**src/rtl/im_fb_arbiter_if.sv**
```systemverilog
// CPU peripheral-bus port of the framebuffer arbiter: request held until a one-cycle ready pulse.
interface im_fb_arbiter_if #(
  parameter int ADDR_W = 15,
  parameter int DATA_W = 12
);
  logic              cpu_req;
  logic              cpu_we;
  logic [ADDR_W-1:0] cpu_addr;
  logic [DATA_W-1:0] cpu_wdata;
  logic              cpu_ready;
  logic [DATA_W-1:0] cpu_rdata;
  logic              cpu_err;

  modport master (
    output cpu_req, cpu_we, cpu_addr, cpu_wdata,
    input  cpu_ready, cpu_rdata, cpu_err
  );

  modport slave (
    input  cpu_req, cpu_we, cpu_addr, cpu_wdata,
    output cpu_ready, cpu_rdata, cpu_err
  );
endinterface

```
**src/rtl/im_fb_arbiter.sv**
```systemverilog
// Single-port framebuffer arbiter: VGA fetch wins, CPU uses free cycles, starving CPU overrides.
// Grant drives the BRAM in the same cycle; cpu_ready follows one cycle later, rgb two cycles later.
module im_fb_arbiter #(
  parameter int DATA_W     = 12,
  parameter int ADDR_W     = 15,
  parameter int H_RES      = 640,
  parameter int V_RES      = 480,
  parameter int SCALE_SH   = 2,
  parameter int FB_DEPTH   = 19200,
  parameter int STARVE_LIM = 8
) (
  input  logic              clk,
  input  logic              reset,
  input  logic [9:0]        pixel_x,
  input  logic [9:0]        pixel_y,
  input  logic              video_on,
  output logic [DATA_W-1:0] rgb,
  im_fb_arbiter_if.slave    cpu,
  output logic              mem_en,
  output logic              mem_we,
  output logic [ADDR_W-1:0] mem_addr,
  output logic [DATA_W-1:0] mem_wdata,
  input  logic [DATA_W-1:0] mem_rdata,
  output logic [15:0]       underrun_cnt
);
  localparam int                FB_W      = H_RES >> SCALE_SH;
  localparam int                WC_W      = $clog2(STARVE_LIM + 1);
  localparam logic [9:0]        H_LIM     = 10'(H_RES);
  localparam logic [9:0]        V_LIM     = 10'(V_RES);
  localparam logic [ADDR_W-1:0] DEPTH     = ADDR_W'(FB_DEPTH);
  localparam logic [ADDR_W-1:0] ROW_WORDS = ADDR_W'(FB_W);
  localparam logic [WC_W-1:0]   LIM       = WC_W'(STARVE_LIM);

  typedef enum logic [2:0] {IDLE, VGA_RD, CPU_RD, CPU_WR, CPU_ERR} state_t;

  state_t            state;
  logic [WC_W-1:0]   wait_cnt;
  logic [ADDR_W-1:0] last_vaddr;
  logic              lv_valid;
  logic              vis_d1;
  logic              ready_q;
  logic              err_q;

  logic              vis;
  logic              vga_need;
  logic              cpu_prev;
  logic              starve;
  logic              oob;
  logic              grant_cpu;
  logic              grant_vga;
  logic              cpu_acc;
  logic [ADDR_W-1:0] row;
  logic [ADDR_W-1:0] col;
  logic [ADDR_W-1:0] vaddr;

  always_comb begin
    row       = ADDR_W'(pixel_y >> SCALE_SH);
    col       = ADDR_W'(pixel_x >> SCALE_SH);
    vaddr     = row * ROW_WORDS + col;
    vis       = video_on && (pixel_x < H_LIM) && (pixel_y < V_LIM);
    vga_need  = vis && (!lv_valid || (vaddr != last_vaddr));
    // The state remembers last cycle's grant; a CPU grant then means ready is on the bus now.
    cpu_prev  = (state == CPU_RD) || (state == CPU_WR) || (state == CPU_ERR);
    starve    = !reset && cpu.cpu_req && (wait_cnt >= LIM);
    oob       = cpu.cpu_addr >= DEPTH;
    grant_cpu = starve || (!reset && cpu.cpu_req && !vga_need && !cpu_prev);
    grant_vga = !reset && vga_need && !starve;
    cpu_acc   = grant_cpu && !oob;
    mem_en    = grant_vga || cpu_acc;
    mem_we    = cpu_acc && cpu.cpu_we;
    mem_addr  = cpu_acc ? cpu.cpu_addr : (grant_vga ? vaddr : '0);
    mem_wdata = mem_we ? cpu.cpu_wdata : '0;
  end

  assign cpu.cpu_ready = ready_q;
  assign cpu.cpu_err   = err_q;
  assign cpu.cpu_rdata = (state == CPU_RD) ? mem_rdata : '0;

  always_ff @(posedge clk or posedge reset) begin
    if (reset) begin
      state        <= IDLE;
      wait_cnt     <= '0;
      last_vaddr   <= '0;
      lv_valid     <= 1'b0;
      vis_d1       <= 1'b0;
      rgb          <= '0;
      ready_q      <= 1'b0;
      err_q        <= 1'b0;
      underrun_cnt <= '0;
    end else begin
      if (grant_vga)      state <= VGA_RD;
      else if (grant_cpu) state <= oob ? CPU_ERR : (cpu.cpu_we ? CPU_WR : CPU_RD);
      else                state <= IDLE;

      ready_q <= grant_cpu;
      err_q   <= grant_cpu && oob;

      if (grant_cpu || !cpu.cpu_req) wait_cnt <= '0;
      else if (wait_cnt != LIM)      wait_cnt <= wait_cnt + 1'b1;

      // Forgetting the last address during blanking forces a fetch at the start of each line.
      if (!vis) begin
        lv_valid <= 1'b0;
      end else if (grant_vga) begin
        last_vaddr <= vaddr;
        lv_valid   <= 1'b1;
      end

      vis_d1 <= vis;
      if (state == VGA_RD) rgb <= mem_rdata;
      else if (!vis_d1)    rgb <= '0;

      if (starve && vga_need && (underrun_cnt != 16'hFFFF))
        underrun_cnt <= underrun_cnt + 16'd1;
    end
  end
endmodule
```
**src/flat_wrapper.sv**
```systemverilog
// flat-port wrapper written by rule: the top's interface ports become plain ports
module im_fb_arbiter_flat 
#(
  parameter int DATA_W     = 12,
  parameter int ADDR_W     = 15,
  parameter int H_RES      = 640,
  parameter int V_RES      = 480,
  parameter int SCALE_SH   = 2,
  parameter int FB_DEPTH   = 19200,
  parameter int STARVE_LIM = 8
)
  (clk, reset, pixel_x, pixel_y, video_on, rgb, mem_en, mem_we, mem_addr, mem_wdata, mem_rdata, underrun_cnt, cpu_cpu_req, cpu_cpu_we, cpu_cpu_addr, cpu_cpu_wdata, cpu_cpu_ready, cpu_cpu_rdata, cpu_cpu_err);
  im_fb_arbiter_if #(.ADDR_W(ADDR_W), .DATA_W(DATA_W)) cpu_i ();
  input  logic clk;
  input  logic reset;
  input  logic [9:0] pixel_x;
  input  logic [9:0] pixel_y;
  input  logic video_on;
  output logic [DATA_W-1:0] rgb;
  output logic mem_en;
  output logic mem_we;
  output logic [ADDR_W-1:0] mem_addr;
  output logic [DATA_W-1:0] mem_wdata;
  input  logic [DATA_W-1:0] mem_rdata;
  output logic [15:0] underrun_cnt;
  input wire logic [$bits(cpu_i.cpu_req)-1:0] cpu_cpu_req;
  input wire logic [$bits(cpu_i.cpu_we)-1:0] cpu_cpu_we;
  input wire logic [$bits(cpu_i.cpu_addr)-1:0] cpu_cpu_addr;
  input wire logic [$bits(cpu_i.cpu_wdata)-1:0] cpu_cpu_wdata;
  output wire logic [$bits(cpu_i.cpu_ready)-1:0] cpu_cpu_ready;
  output wire logic [$bits(cpu_i.cpu_rdata)-1:0] cpu_cpu_rdata;
  output wire logic [$bits(cpu_i.cpu_err)-1:0] cpu_cpu_err;
  assign cpu_i.cpu_req = cpu_cpu_req;
  assign cpu_i.cpu_we = cpu_cpu_we;
  assign cpu_i.cpu_addr = cpu_cpu_addr;
  assign cpu_i.cpu_wdata = cpu_cpu_wdata;
  assign cpu_cpu_ready = cpu_i.cpu_ready;
  assign cpu_cpu_rdata = cpu_i.cpu_rdata;
  assign cpu_cpu_err = cpu_i.cpu_err;
  im_fb_arbiter #(.DATA_W(DATA_W), .ADDR_W(ADDR_W), .H_RES(H_RES), .V_RES(V_RES), .SCALE_SH(SCALE_SH), .FB_DEPTH(FB_DEPTH), .STARVE_LIM(STARVE_LIM)) u_core (.clk(clk), .reset(reset), .pixel_x(pixel_x), .pixel_y(pixel_y), .video_on(video_on), .rgb(rgb), .cpu(cpu_i), .mem_en(mem_en), .mem_we(mem_we), .mem_addr(mem_addr), .mem_wdata(mem_wdata), .mem_rdata(mem_rdata), .underrun_cnt(underrun_cnt));
endmodule
```
**config.mk**
```make
export PLATFORM = sky130hd
export DESIGN_NAME = im_fb_arbiter_flat
export DESIGN_NICKNAME = d
export VERILOG_FILES = /design/src/rtl/im_fb_arbiter_if.sv /design/src/rtl/im_fb_arbiter.sv /design/src/flat_wrapper.sv
export SDC_FILE = /design/constraint.sdc
export NUM_CORES = 1
export LEC_CHECK = 0
export BUFFER_PORTS_ARGS = -buffer_cell sky130_fd_sc_hd__buf_2
export CAP_MARGIN = 25
export CORE_UTILIZATION = 43
export CTS_BUF_LIST = sky130_fd_sc_hd__clkbuf_8
export DETAILED_ROUTE_END_ITERATION = 6
export PLACE_DENSITY = 0.71
export SETUP_SLACK_MARGIN = 0.4
export SLEW_MARGIN = 25
export SYNTH_ARGS = -nofsm -noshare
export SYNTH_HDL_FRONTEND = slang
export SYNTH_SLANG_ARGS = --single-unit
```
**constraint.sdc**
```tcl
create_clock -name clk -period 9.92 [get_ports clk]
set_clock_uncertainty 0.15 [all_clocks]
set_input_delay 0.496 -clock clk [delete_from_list [all_inputs] [get_ports clk]]
set_output_delay 0.496 -clock clk [all_outputs]
set_load 0.02 [all_outputs]
```
# Word-level counts from Yosys, hierarchy flattened
# Index checks and enable logic that the tools add are counted.
# totals
ff_bits	54
input_bits	64
wordCells	69
# op_classes
addsub	3
mul	1
order_cmp	4
eq_ne	9
n_mux	14
reduce_logical	29
# op_table
op	count
12-bit 2-to-1 mux	4
15-bit 2-to-1 mux	2
16-bit by 1-bit adder with 16-bit output (second input constant)	1
16-bit inequality test (second input constant)	1
15-bit by 8-bit adder with 15-bit output	1
15-bit >= comparator (second input constant)	1
15-bit inequality test	1
1-bit logical AND	14
10-bit < comparator (second input constant)	1
10-bit by 9-bit < comparator with 1-bit output (second input constant)	1
8-bit by 3-bit multiplier with 10-bit output (second input constant)	1
3-bit 2-to-1 mux	3
4-bit 2-to-1 mux	2
1-bit zero test	7
3-bit by 2-bit equality test with 1-bit output (second input constant)	2
1-bit logical OR	6
4-bit by 1-bit adder with 4-bit output (second input constant)	1
4-bit >= comparator (second input constant)	1
2-bit inequality test (second input constant)	2
4-bit inequality test (second input constant)	1
3-bit by 1-bit equality test with 1-bit output (second input constant)	1
3-bit equality test (second input constant)	1
1-bit 2-to-1 mux	3
2-bit AND reduction	1
2-bit nonzero test	1

# Logic depth before layout (Yosys ltp)
# depth
word_depth	12
ltp_mapped	16

# Worst setup path before layout
# OpenSTA, ideal clock, no wires.
# synth_path
kind	input-to-output
startpoint	input pixel_y[3]
endpoint	output mem_wdata[10]
arrival_time_ns	3.677
path_slack_ns	5.597
path_stages	14
n_path_buf	1
path_cell_list	ha_1 > ha_1 > inv_1 > fa_1 > nand2b_1 > nor2_2 > nand4_4 > and3_1 > nor4_1 > o2111ai_1 > or3_4 > a21oi_4 > buf_6 > and3_1
# synth_between
elab_chain_cells	12
word_cells_on_any_way	14
cone_classes	add/sub (1); mul (1); order compare (1); eq/ne (1); mux (1); reduce/logical (9)
# synth_lines
element	line_no	rtl
start, declared	flat_wrapper.sv:17	input logic [9:0] pixel_y;
8-bit by 3-bit multiplier with 10-bit output	im_fb_arbiter.sv:59	vaddr = row * ROW_WORDS + col;
15-bit by 8-bit adder with 15-bit output	im_fb_arbiter.sv:59	
15-bit inequality test	im_fb_arbiter.sv:61	vga_need = vis && (!lv_valid || (vaddr != last_vaddr));
1-bit logical OR	im_fb_arbiter.sv:61	
1-bit logical AND (*)	im_fb_arbiter.sv:61	
1-bit zero test (*)	im_fb_arbiter.sv:66	grant_cpu = starve || (!reset && cpu.cpu_req && !vga_need && !cpu_prev);
1-bit logical AND (*) (2 in a row)	im_fb_arbiter.sv:66	
1-bit logical OR (*)	im_fb_arbiter.sv:66	
1-bit logical AND (*)	im_fb_arbiter.sv:68	cpu_acc = grant_cpu && !oob;
1-bit logical AND (*)	im_fb_arbiter.sv:70	mem_we = cpu_acc && cpu.cpu_we;
12-bit 2-to-1 mux (*)	im_fb_arbiter.sv:72	mem_wdata = mem_we ? cpu.cpu_wdata : '0;
end, declared	flat_wrapper.sv:23	output logic [DATA_W-1:0] mem_wdata;
# Every way passes the cells marked *; elsewhere a longest branch is shown, timed or not.

# Final worst setup path
# Ends and elaborated chain as after synthesis.

==> run summary <==
Run status: completed
Post-DR vias/cell: 5.39
CTS tree: done
Deepest clock path buffer count: 2
Yosys reg bits: 54
Largest net degree at the start of global routing: 55
Commonest non-fill, non-tap cell in the layout: buf_2
Crit path cell chain: buf_2, ha_1, ha_1, inv_1, fa_1, nand2b_1, nor3_1, xnor2_1, xor2_1, nor4_1, o2111ai_1, or3_4, a21oi_4, and3_1, buf_2
Clock latency on the worst-skew pair: 0.31 ns
Synth unique cells: 61
Via count: 3305
CP max stage cell: a21oi_4
Post-Synthesis Cells: 386
Final Setup Violations: 0
First-pass GRT wire length: 13.5 mm
Worst path top cell family by delay: simple AND/OR/NAND/NOR gates
Row Count: 33
Fin area: 4530 µm²
Die Y: 94.8 µm
Initial antenna violation count: 0
DR iter-0 viols: 71
Syn Area/Cell: 9.60 µm²
Routed len/inst: 14.2 µm
Pins over their slew limit: 0
P_sw: 0.195 mW
Starting Density: 0.449
Tcrit/Tclk final: 0.524
DRT Wirelength: 8.68 mm
Worst Path Class, Setup: primary input to primary output
# diodes: 0
Clk slew on worst S/H paths: 0.09 ns
Layout Nets: 591
Worst slew margin: 0.510
CP max FO: 27
Synth-to-layout area growth: 22.2%
Dpl hpwl: 6.79 mm
# resized after CTS: 0
Total die area: 8990 µm²
Sink Count: 54
Num ports: 135
Hold slack final: 0.163 ns
Min Tclk post-route: 5.20 ns
Final core utilization: 0.548
Grt ovf: 0
Die Span X: 94.8 µm
Share of cells above drive strength 1: 0.339
VDD IR-drop max: 0.0628 mV
H-tree depth: 2
Fmax: 192 MHz
Combinational share of power: 0.310
Cts hold-fix bufs: 0
Post-synth EDFFs: 0
Ys flop type: dfrtp_1
Net switching fraction of the power: 0.320
Final Hold Fails: 0
Slew @ Worst Pin: 0.733 ns
Vias in the first global route: 2913
Startpoint Class: primary input
ANT nets after route: 0
CP Capture Type: primary output
CP Data Arrival Time: 4.55 ns
CP Buf/Inv Count: 3
Post-CTS Setup Inserts: 0
CTS Root Cell: clkbuf_8
I/O Buffers: 130
RSZ-0062 raised after global routing: false
Ys async rst share: 1.00
Post-Syn Area: 3700 µm²
Drc violations: 0
GPL Wtd Cong: 0.890
Ys Warns: 0
TritonRoute pass-1 iters: 5
Commonest cells after routing, fill and taps aside: 130 x buf_2, 54 x dfrtp_1, 41 x nand2_1
Core ar.: 8260 µm²
Area post-placement: 4400 µm²
Power Density: 135 nW/µm²
Max-Cap Viols: 0
Total Neg Setup Slack: 0 ns
CTS Buf Count: 5
GRT Util Overall: 0.192
Leak: 2.28 nW
WP data required: 9.27 ns
Post-Syn Nets: 470
Flop pwr share: 0.435
Pint: 0.415 mW
Total power: 0.610 mW
Clock power frac: 0.256
Max incr delay on CP: 0.61 ns
Seq/Total Area, Yosys: 0.365
Hold crit path type: primary input to asynchronous set/reset pin
-- layer usage --
| metal | track usage | wire length (µm) | vias to the layer above |
|---|---|---|---|
| met2 | 0.342 | 4280 | 106 |
| li1 | - | - | 1617 |
| met1 | 0.243 | 3860 | 1572 |
| met5 | 0 | 0 | - |
| met3 | 0.0290 | 425 | 10 |
| met4 | 0.0480 | 120 | 0 |
-- synthesized netlist by cell type, drive strengths merged, types with 2 or more instances --
cell	number	share of area
and2	19	0.033
fa	2	0.011
o31ai	3	0.011
a21oi	11	0.018
a22o	13	0.031
ha	18	0.061
a211oi	3	0.0074
nand2b	3	0.0051
mux2	14	0.043
or2	3	0.0051
nand3	11	0.015
nand4b	3	0.0071
or3	2	0.0047
o31a	2	0.0047
nor3b	3	0.0061
o21a	2	0.0041
o21ai	19	0.026
nor3	7	0.011
nor2	20	0.021
buf	10	0.021
or4b	2	0.0054
nor4b	2	0.0047
inv	11	0.011
xor2	9	0.025
dfrtp	54	0.36
a21o	6	0.012
clkbuf	8	0.0081
nand4	13	0.026
xnor2	33	0.078
and3	17	0.029
o21bai	2	0.0051
nand2	42	0.043
nor2b	5	0.010
nor4	4	0.0068
-- layout make-up --
class	count	area (µm²)
inverters	11	43.8
multi-input cells	303	2210
clock inverters	2	38.8
well taps	105	131
flip-flops and latches	54	1350
fillers	779	3730
clock buffers	6	82.6
repair buffers	132	669
-- sequential cells by signal, summed over array words and instances (netlist names) --
name                  cells
u_core.vis_d1             1
u_core.lv_valid           1
u_core.cpu.cpu_err        1
u_core.wait_cnt           4
u_core.underrun_cnt      16
u_core.state              3
u_core.cpu.cpu_ready      1
u_core.rgb               12
u_core.last_vaddr        15
-- worst paths after layout --
kind / startpoint / end / slack, ns / cells after the start
max: pixel_y[3] / mem_wdata[10] / 4.72 / 15
min: reset / u_core.cpu.cpu_ready / 0.16 / 2
max reg2reg: u_core.last_vaddr[14] / u_core.state[0] / 6.74 / 9
min reg2reg: u_core.underrun_cnt[8] / u_core.underrun_cnt[8] / 0.34 / 1
max in group asynchronous: reset / u_core.wait_cnt[0] / 9.03 / 2
min in group clk: mem_rdata[7] / u_core.rgb[7] / 0.26 / 3
-- metrics by stage --
| step | worst slack [ns] | cells |
|---|---|---|
| floorplan | 5.60 | 386 |
| global placement | 4.81 | 604 |
| detailed placement | 4.70 | 605 |
| CTS | 4.69 | 613 |
| global route | 4.42 | 613 |
| finish | 4.72 | 613 |
-- cell families (layout without fill, tap and decap cells) --
| logic type | after synthesis | count (layout) | synth area share |
|---|---|---|---|
| AND/OR/NAND/NOR | 158 | 158 | 0.238 |
| AO/OA/AOI/OAI | 69 | 69 | 0.139 |
| flip-flops | 54 | 54 | 0.365 |
| XOR/XNOR | 42 | 42 | 0.103 |
| buffers and inverters | 29 | 151 | 0.0405 |
| adder cells (fa/ha/maj) | 20 | 20 | 0.0716 |
| multiplexers | 14 | 14 | 0.0426 |
-- power groups by stage --
stage	combinational, mW	sequential, mW	clock (mW)
floorplan	0.142	0.267	0
global placement	0.182	0.268	0
detailed placement	0.190	0.270	0
CTS	0.191	0.265	0.161
global route	0.210	0.269	0.167
finish	0.189	0.265	0.156
-- worst register-to-register path, stage by stage, from the launching register on --
cell,delay (ns)
dfrtp_1,0.51
nand4bb_1,0.17
nand2_1,0.05
nor4_1,0.23
nand4b_1,0.23
o31ai_2,0.31
o2111ai_1,0.19
or3_4,0.44
a21oi_4,0.61
a21o_1,0.22
Note: power is estimated with default switching activity, not from simulation.
